==> src/rtl/stream_frame_writer.sv <==
// Avalon-ST raster sink: checks packet framing, packs 10:10:10 RGB into 4:4:4
// and writes pixels linearly into the frame buffer, one pixel per clock.
module stream_frame_writer #(
  parameter int WIDTH  = 320,
  parameter int HEIGHT = 240,
  parameter int ADDR_W = 17
) (
  input  logic              clk_i,
  input  logic              reset_i,
  input  logic [29:0]       snk_data_i,
  input  logic              snk_valid_i,
  output logic              snk_ready_o,
  input  logic              snk_sop_i,
  input  logic              snk_eop_i,
  input  logic              freeze_i,
  output logic [ADDR_W-1:0] wr_addr_o,
  output logic [11:0]       wr_data_o,
  output logic              wr_en_o,
  output logic              frame_done_o,
  output logic              frame_err_o,
  output logic [7:0]        frame_count_o
);

  localparam logic [1:0] IDLE = 2'd0;
  localparam logic [1:0] RECV = 2'd1;
  localparam logic [1:0] DROP = 2'd2;

  localparam int unsigned PIXELS = WIDTH * HEIGHT;
  localparam logic [ADDR_W-1:0] LAST = ADDR_W'(PIXELS - 1);

  logic [1:0]        state_q, state_d;
  logic [ADDR_W-1:0] p_q, p_d;
  logic [ADDR_W-1:0] addr_q, addr_d;
  logic [11:0]       data_q, data_d;
  logic              wr_en_q, wr_en_d;
  logic              done_q, done_d;
  logic              err_q, err_d;
  logic [7:0]        count_q, count_d;

  logic              accept;
  logic              startFrame;
  logic              writeBeat;
  logic [ADDR_W-1:0] idx;
  logic [11:0]       pixel444;
  logic              unused_data;

  assign snk_ready_o = !reset_i;
  assign accept      = snk_valid_i && snk_ready_o;
  assign pixel444    = {snk_data_i[29:26], snk_data_i[19:16], snk_data_i[9:6]};
  assign unused_data = ^{snk_data_i[25:20], snk_data_i[15:10], snk_data_i[5:0]};

  // A sop in any state funnels through startFrame; every written beat then
  // shares one framing decision based on its pixel index and eop.
  always_comb begin
    state_d    = state_q;
    p_d        = p_q;
    addr_d     = addr_q;
    data_d     = data_q;
    wr_en_d    = 1'b0;
    done_d     = 1'b0;
    err_d      = 1'b0;
    count_d    = count_q;
    startFrame = 1'b0;
    writeBeat  = 1'b0;
    idx        = '0;

    if (accept) begin
      case (state_q)
        RECV: begin
          if (snk_sop_i) begin
            err_d      = 1'b1;
            startFrame = 1'b1;
          end else begin
            writeBeat = 1'b1;
            idx       = p_q;
          end
        end
        DROP: begin
          if (snk_sop_i) startFrame = 1'b1;
          else if (snk_eop_i) state_d = IDLE;
        end
        default: begin
          if (snk_sop_i) startFrame = 1'b1;
        end
      endcase
    end

    if (startFrame) begin
      if (freeze_i) begin
        state_d = snk_eop_i ? IDLE : DROP;
      end else begin
        writeBeat = 1'b1;
        idx       = '0;
      end
    end

    if (writeBeat) begin
      wr_en_d = 1'b1;
      addr_d  = idx;
      data_d  = pixel444;
      if (idx == LAST) begin
        if (snk_eop_i) begin
          done_d  = 1'b1;
          count_d = count_q + 8'd1;
          state_d = IDLE;
        end else begin
          err_d   = 1'b1;
          state_d = DROP;
        end
      end else if (snk_eop_i) begin
        err_d   = 1'b1;
        state_d = IDLE;
      end else begin
        p_d     = idx + ADDR_W'(1);
        state_d = RECV;
      end
    end
  end

  always_ff @(posedge clk_i) begin
    if (reset_i) begin
      state_q <= IDLE;
      p_q     <= '0;
      addr_q  <= '0;
      data_q  <= '0;
      wr_en_q <= 1'b0;
      done_q  <= 1'b0;
      err_q   <= 1'b0;
      count_q <= '0;
    end else begin
      state_q <= state_d;
      p_q     <= p_d;
      addr_q  <= addr_d;
      data_q  <= data_d;
      wr_en_q <= wr_en_d;
      done_q  <= done_d;
      err_q   <= err_d;
      count_q <= count_d;
    end
  end

  assign wr_addr_o     = addr_q;
  assign wr_data_o     = data_q;
  assign wr_en_o       = wr_en_q;
  assign frame_done_o  = done_q;
  assign frame_err_o   = err_q;
  assign frame_count_o = count_q;

endmodule

==> config.mk <==
export PLATFORM = sky130hd
export DESIGN_NAME = stream_frame_writer
export DESIGN_NICKNAME = d
export VERILOG_FILES = /design/src/rtl/stream_frame_writer.sv
export SDC_FILE = /design/constraint.sdc
export NUM_CORES = 1
export LEC_CHECK = 0
export CAP_MARGIN = 20
export CORE_MARGIN = 5
export CORE_UTILIZATION = 50
export CTS_CLUSTER_SIZE = 24
export DETAILED_ROUTE_END_ITERATION = 8
export GPL_TIMING_DRIVEN = 0
export MAX_ROUTING_LAYER = met4
export PLACE_DENSITY = 0.92
export SKIP_LAST_GASP = 1
export SYNTH_ARGS = -nofsm -noshare
export SYNTH_HDL_FRONTEND = slang
export SYNTH_SLANG_ARGS = --single-unit
==> constraint.sdc <==
create_clock -name clk_i -period 5.7 [get_ports clk_i]
set_input_delay 0.57 -clock clk_i [delete_from_list [all_inputs] [get_ports clk_i]]
set_output_delay 0.57 -clock clk_i [all_outputs]
set_load 0.1 [all_outputs]
## Word level (Yosys, flattened, before mapping)

Cells that the tools add are included.

- Output and inout port bits: 41
- Word-level logic and storage cells: 51
- Register bits after elaboration: 59

- Bitwise operators: 3
- Eq/ne operators: 3
- Reduce and logical (&&, ||, !) cells: 5
- Multiplexer cells: 30
- Add/sub/neg operators: 2

Operator list:

| cell | number |
|---|---|
| 2-to-1 mux 17 bit | 5 |
| 2-to-1 mux 2 bit | 9 |
| adder 17 x 1 -> 17 bit, second input constant | 1 |
| == test 17 bit, second input constant | 1 |
| 2-to-1 mux 1 bit | 16 |
| adder 8 x 1 -> 8 bit, second input constant | 1 |
| AND reduction 3 bit | 2 |
| NOT 1 bit | 3 |
| OR reduction 3 bit | 1 |
| == test 2 x 1 -> 1 bit, second input constant | 1 |
| == test 2 bit, second input constant | 1 |
| logical AND 1 bit | 1 |
| logical NOT 1 bit | 1 |

## Depth between registers and ports, before layout

Gate-level depths: netlist of run 1.

- Depth after elaboration: 8
- Depth in mapped cells: 10
- Mapped depth without buffers: 8

## Worst setup path before layout of run 1

No wires, ideal clock.

- Path type: input port to flip-flop
- From: input port snk_sop_i
- To: register count_q[6] (netlist: frame_count_o[6])
- Setup time: 0.070 ns
- Setup slack: 2.399 ns
- Buffers on the path: 1
- Stages: 9
- Data arrival time: 3.231 ns
- Cells stage by stage: nor3b_1 > and3_1 > ha_1 > nand3_1 > or4_4 > or4_4 > buf_6 > or4_1 > a21oi_1

- Longest elaborated chain between the ends: 7

Ends and longest elaborated chain:

| item | RTL line | source |
|---|---|---|
| start, declared | 13 | `input logic snk_sop_i,` |
| 2-to-1 mux 17 bit | 70 | `if (snk_sop_i) begin` |
| 2-to-1 mux 17 bit | 68 | `case (state_q)` |
| 2-to-1 mux 17 bit | 67 | `if (accept) begin` |
| 2-to-1 mux 17 bit | 89 | `if (freeze_i) begin` |
| 2-to-1 mux 17 bit * | 88 | `if (startFrame) begin` |
| via idx[0] | 43 | `logic [ADDR_W-1:0] idx;` |
| == test 17 bit * | 101 | `if (idx == LAST) begin` |
| AND reduction 3 bit (no line) * | n/a |  |
| end signal, assigned | 138 | `count_q <= count_d;` |
| end, declared | 38 | `logic [7:0] count_q, count_d;` |

The timed path passes the listed nets; every way through them passes the cells marked *.
A chain may end at the register's enable or synchronous reset.

## Worst setup path in the final report of run 1

- From: input port snk_sop_i
- To: register p_q[14]

- Longest elaborated chain between the ends: 8

Ends and longest elaborated chain:

| item | RTL line | source |
|---|---|---|
| 2-to-1 mux 17 bit | 70 |  |
| 2-to-1 mux 17 bit | 68 |  |
| 2-to-1 mux 17 bit | 67 |  |
| 2-to-1 mux 17 bit | 89 |  |
| 2-to-1 mux 17 bit * | 88 |  |
| via idx[0] | 43 |  |
| parallel branches: the longest is 3 deep, another holds adder 17 x 1 -> 17 bit | n/a |  |
| end signal, assigned | 132 | `p_q <= p_d;` |
| end, declared | 32 | `logic [ADDR_W-1:0] p_q, p_d;` |

Mark *: on every way through the listed nets, which the timed path passes.

==> impl_metrics.json, run 1 <==
{
  "status": "complete, no violations",
  "synth_top_area_share_pct": 46.6,
  "clock-skew-final_ns": 0.00612,
  "layout-drive-gt1-share_pct": 4.65,
  "wl_per_cell_um": 15.0,
  "required_ns": 5.96,
  "yosysTopAreaCell": "dfxtp_1",
  "ios": 77,
  "die_area_mm2": 0.00659,
  "critPathArrivalTime_ns": 4.19,
  "synth_common_cells": "dfxtp_1, nand2_1, a21oi_1",
  "die_x_um": 81.2,
  "design_area_mm2": 0.00342,
  "cp_slowest_cell": "or4_4",
  "hold_path_class": "flip-flop to flip-flop",
  "nets": 420,
  "powerDensity_mw_per_mm2": 262,
  "drc": 0,
  "critical_path.endpoint_type": "flip-flop",
  "syn_nets": 351,
  "timing.critical_path.mode_cell": "clkbuf_1",
  "antenna_left": 0,
  "diodes": 0,
  "dr.pass1.iters": 5,
  "ir_worst_vdd_mv": 0.142,
  "finalHoldViolations": 0,
  "leakagePower_nw": 1.13,
  "cp_max_fo": 10,
  "setup_viol": 0,
  "clkSinkCount": 59,
  "synth_warnings": 0,
  "path_clk_slew_ns": 0.06,
  "cts_root_buf": "clkbuf_8",
  "ys_ff_latch": 59,
  "grt_antenna_before_repair": 0,
  "cts_hold_buffers": 0,
  "drv_slew": 0,
  "post-cts-setup-buffers": 0,
  "dpl_cell_area_mm2": 0.00320,
  "hpwl_mm": 4.82,
  "synth_cell_types": 44,
  "fmax_mhz": 255,
  "setup_tns_ns": 0,
  "max-slew-margin-rel_pct": 34.5,
  "post_cts_resize_count": 0,
  "io_buffers": 58,
  "wl_mm": 6.84,
  "syn_area_mm2": 0.00253,
  "cts_tree": "built",
  "syn_avg_cell_area_um2": 8.09,
  "die_h_um": 81.2,
  "yosysMostFrequentCell": "dfxtp_1",
  "ff2ff_setup_slack_ns": 2.13,
  "max-cap-violations": 0,
  "post-route-util_pct": 68.3,
  "initial_core_util_pct": 50.6,
  "synthCells": 313,
  "synth-edff-count": 0,
  "overflow": 0,
  "grt_pass1_wl_mm": 11.3,
  "synthArstFlopShare_pct": 0,
  "htreeDepth": 3,
  "crit_type": "primary input to flip-flop",
  "grt_start_max_net_pins": 11,
  "start_kind": "primary input",
  "min_period_ns": 3.93,
  "cts_buffers": 9,
  "gp_congestion": 0.932,
  "slowest_delay_ns": 0.58,
  "cts_buffer_depth": 2,
  "crit_buf_inv": 3,
  "drt-initial-drc-count": 263,
  "period_share_pct": 68.9,
  "worst_slew_pin_slew_ns": 0.980,
  "synth-seq-area-share_pct": 46.6,
  "placed_cells": 441,
  "ys.flop_type": "dfxtp_1",
  "path_cells": "clkdlybuf4s50_1, nor3b_1, and3_1, ha_1, nand3_1, or4_4, o211ai_1, clkbuf_1, clkbuf_1, o21ai_0, a21oi_1",
  "dr_total_vias": 2605,
  "core.rowCount": 26,
  "track_usage_pct": 23.0,
  "coreArea_mm2": 0.00501,
  "rsz0062_at_grt": "false",
  "grt_pass1_vias": 2379,
  "area_growth_pct": 35.0,
  "routed_via_density": 5.70,
  "synthTopCellsByArea": "dfxtp_1, a21oi_1, nand2_1, nor2_1, o21ai_0",
  "insertion_delay_ns": 0.34,
  "final_cells": 457,
  "crit_family": "simple AND/OR/NAND/NOR gates"
}
==> cells by family after synthesis <==
| kind of cell | Yosys count | share of synthesized area [%] |
|---|---|---|
| buffers and inverters | 25 | 4.00 |
| AND/OR/NAND/NOR | 135 | 26.3 |
| XOR/XNOR | 2 | 0.691 |
| adder cells (fa/ha/maj) | 2 | 0.987 |
| flip-flops | 59 | 46.6 |
| multiplexers | 1 | 0.395 |
| AO/OA/AOI/OAI | 89 | 21.0 |
==> registers in the layout, indices dropped and copies added (netlist names) <==
register       count
wr_data_o         12
p_q               17
state_q            2
frame_err_o        1
wr_en_o            1
wr_addr_o         17
frame_done_o       1
frame_count_o      8
==> worst reg2reg max path, delay by kind of cell, from the launching register on <==
kind,cells,cell delay [ns]
compound gates,3,0.62
flops,1,0.37
buf+inv,2,0.84
fa+ha+maj,1,0.23
simple gates,4,1.45
==> routing by layer <==
layer  track usage (%)  vias to the layer above  share of wire [%]
li1                  -                     1268                  -
met4              11.0                        0                2.4
met1              27.5                     1195                 42
met2              37.1                      126                 46
met3              4.43                       16                9.3
met5                 -                        -                  0
==> power by group <==
group / switching (mW) / internal [mW] / total (mW) / leakage, nW
Combinational: 0.0398 / 0.0197 / 0.0595 / 0.546
Sequential: 0.00141 / 0.415 / 0.417 / 0.476
Clock: 0.161 / 0.258 / 0.419 / 0.111
==> final timing paths <==
check | from | end | cells past startpoint
min | wr_data_o[6]$_SDFFE_PP0N_ | wr_data_o[6]$_SDFFE_PP0N_ | 2
max | snk_sop_i | p_q[14]$_SDFFE_PP0P_ | 11
max reg2reg | state_q[0]$_SDFF_PP0_ | p_q[14]$_SDFFE_PP0P_ | 10
min reg2reg | wr_data_o[6]$_SDFFE_PP0N_ | wr_data_o[6]$_SDFFE_PP0N_ | 2
==> final cells by class <==
class	count	area, um2
Buffer	19	78.8
Clock buffer	12	145
Clock inverter	4	73.8
Fill cell	426	1590
Inverter	6	22.5
Multi-Input combinational cell	229	1250
Sequential cell	59	1180
Tap cell	70	87.6
Timing Repair Buffer	58	581
==> placed cells by master (no fill, tap or decap), drive strengths merged, types with 2 or more instances in the layout <==
| cell | instances |
|---|---|
| nand4 | 6 |
| nor4 | 2 |
| clkbuf | 30 |
| ha | 2 |
| clkdlybuf4s50 | 58 |
| and4 | 2 |
| a41oi | 2 |
| nor2b | 3 |
| a21oi | 42 |
| nor2 | 24 |
| nand3b | 2 |
| nand3 | 11 |
| and3 | 5 |
| clkinv | 3 |
| dfxtp | 59 |
| nand2 | 56 |
| o21ai | 15 |
| a22oi | 8 |
| nor3 | 2 |
| or3 | 5 |
| o31ai | 3 |
| o21a | 2 |
| xnor2 | 2 |
| or4 | 11 |
| inv | 5 |
| a311oi | 2 |
| a31oi | 7 |
| bufinv | 2 |
==> stage by stage <==
step,hold slack [ns],setup slack (ns),power (mW)
2_1_floorplan,0.441,2.40,0.460
3_3_place_gp,0.442,1.56,0.484
3_5_place_dp,0.448,1.52,0.485
4_1_cts,0.458,1.86,0.903
5_1_grt,0.477,1.51,0.931
6_report,0.454,1.77,0.895
No activity file was read; power rests on OpenSTA's default activity.
==> run 2: changes to the inputs <==
CORE_UTILIZATION = 42   (was 50)
PLACE_DENSITY = 0.83   (was 0.92)
clock period = 3.3 ns   (was 5.7 ns; I/O delays follow)
==> impl_metrics.json, run 2 (same netlist as run 1, synthesis figures left out) <==
{
  "status": "complete, no violations",
  "initial_core_util_pct": 43.0,
  "path_clk_slew_ns": 0.07,
  "power.internal_mw": 1.15,
  "io_buffers": 58,
  "clock_power_share_pct": 44.8,
  "grt_antenna_before_repair": 0,
  "wl_per_cell_um": 15.6,
  "hold_path_class": "flip-flop to flip-flop",
  "final_common_cell": "dfxtp_1",
  "period_share_pct": 97.0,
  "cts_tree": "built",
  "grt_pass1_vias": 2467,
  "crit_type": "flip-flop to flip-flop",
  "required_ns": 3.56,
  "regToRegStartpoint": "state_q[0]$_SDFF_PP0_",
  "final_cell_mix": "dfxtp_1, nand2_1, clkdlybuf4s50_1, a21oi_1, nor2_1",
  "min_period_ns": 3.20,
  "cp_max_fo": 10,
  "die_area_mm2": 0.00769,
  "clock-skew-final_ns": 0.0110,
  "wl_mm": 7.23,
  "post-route-util_pct": 59.3,
  "grt_start_max_net_pins": 11,
  "gp_congestion": 0.912,
  "setup_viol": 0,
  "switching_power_mw": 0.343,
  "fmax_mhz": 312,
  "die_h_um": 87.7,
  "leakagePower_nw": 1.18,
  "slowest_delay_ns": 0.58,
  "clkSinkCount": 59,
  "r2r-end": "frame_count_o[7]$_SDFFE_PP0P_",
  "layout-drive-gt1-share_pct": 7.46,
  "routed_via_density": 5.62,
  "critPathArrivalTime_ns": 3.46,
  "critical_path.endpoint_type": "flip-flop",
  "cts_buffer_depth": 2,
  "coreArea_mm2": 0.00589,
  "max-slew-margin-rel_pct": 34.2,
  "track_usage_pct": 19.6,
  "swShare_pct": 22.9,
  "insertion_delay_ns": 0.34,
  "crit_buf_inv": 1,
  "cp_slowest_cell": "or4_4",
  "ir_worst_vdd_mv": 0.264,
  "setup_tns_ns": 0,
  "finalHoldViolations": 0,
  "crit_family": "simple AND/OR/NAND/NOR gates",
  "die_x_um": 87.7,
  "cts_buffers": 9,
  "path_cells": "nor3b_4, and3_1, ha_4, nand3_2, or4_4, or4_4, buf_6, or4_1, a21oi_1",
  "holdPathEnd": "wr_data_o[3]$_SDFFE_PP0N_",
  "antenna_left": 0,
  "hold_start": "wr_data_o[3]$_SDFFE_PP0N_",
  "start_kind": "flip-flop",
  "drc": 0,
  "htreeDepth": 3,
  "powerDensity_mw_per_mm2": 429,
  "drt-initial-drc-count": 169,
  "diodes": 0,
  "overflow": 0,
  "dpl_cell_area_mm2": 0.00321,
  "ios": 77,
  "seqPwrFrac_pct": 48.1,
  "hpwl_mm": 4.93,
  "dr_total_vias": 2608,
  "max-cap-violations": 0,
  "design_area_mm2": 0.00349,
  "ff2ff_setup_slack_ns": 0.1,
  "cts_hold_buffers": 0,
  "nets": 424,
  "timing.critical_path.mode_cell": "or4_4",
  "grt_pass1_wl_mm": 11.6,
  "power_mw": 1.50,
  "dr.pass1.iters": 5,
  "reg2regPathDepth": 9,
  "whs_path_depth": 2,
  "power_frac_comb_pct": 7.1,
  "finalHoldWorstSlack_ns": 0.456,
  "core.rowCount": 28,
  "cts_root_buf": "clkbuf_8",
  "drv_slew": 0,
  "area_growth_pct": 37.7,
  "worst_slew_pin_slew_ns": 0.984
}
## run 2: cell count changes in the layout (fill, tap and decap cells not counted), moves of 2 or more
cell and delta:
dlymetal6s2s_1 +3, buf_4 +4, clkdlybuf4s50_1 -3, clkbuf_2 +2, clkbuf_8 +2, clkbuf_1 -4
## run 2: how the worst max path moves through the flow
| stage | from | end | slack (ns) | cells after the start |
|---|---|---|---|---|
| final | state_q[0]$_SDFF_PP0_ | frame_count_o[7]$_SDFFE_PP0P_ | 0.1 | 9 |
| after floorplan | snk_sop_i | frame_count_o[6]$_SDFFE_PP0P_ | 0.24 | 9 |
| after detailed placement | snk_sop_i | p_q[14]$_SDFFE_PP0P_ | -0.67 | 11 |
| after global routing | state_q[0]$_SDFF_PP0_ | frame_count_o[7]$_SDFFE_PP0P_ | -0.01 | 9 |
| after global placement | snk_sop_i | p_q[14]$_SDFFE_PP0P_ | -0.65 | 11 |
| after CTS | snk_valid_i | frame_count_o[7]$_SDFFE_PP0P_ | 0.02 | 10 |
## run 2: worst min-delay path, cell delays in order, from the launching register on
cell,delay [ns]
dfxtp_1,0.31
nand2_1,0.05
a21oi_1,0.05
## run 2: power groups by stage
stage | registers [mW] | clock network [mW] | logic [mW]
after floorplan | 0.764 | 0 | 0.0315
after global placement | 0.735 | 0 | 0.101
after detailed placement | 0.736 | 0 | 0.102
after CTS | 0.720 | 0.681 | 0.104
after global routing | 0.720 | 0.717 | 0.111
final | 0.720 | 0.670 | 0.106
## run 2: repair_timing
| action | in CTS | in global routing |
|---|---|---|
| endpoints found under the setup margin | 15 | 12 |
| gates resized for setup | 6 | 8 |
| pin swaps | 1 | 2 |
| buffers inserted | 1 | 3 |
## run 2: through the flow
step | instances | worst slack [ns]
3_3_place_gp | 446 | -0.654
4_1_cts | 461 | 0.0214
3_5_place_dp | 446 | -0.671
5_1_grt | 464 | -0.0136
2_1_floorplan | 313 | 0.239
6_report | 464 | 0.0975
## run 2: area by class of cell
class                           count  area [um2]
Buffer                             19        81.3
Clock buffer                       12         165
Clock inverter                      2        35.0
Fill cell                         520        2400
Inverter                            6        22.5
Multi-Input combinational cell    229        1290
Sequential cell                    59        1180
Tap cell                           75        93.8
Timing Repair Buffer               62         618
## run 2: metal layers
layer  vias up  part of all wire, %  track usage [%]
li1       1273                    -                -
met1      1204                   43             24.0
met2       106                   46             30.3
met3        25                  7.6             4.61
met4         0                  2.8             9.48
met5         -                    0                -
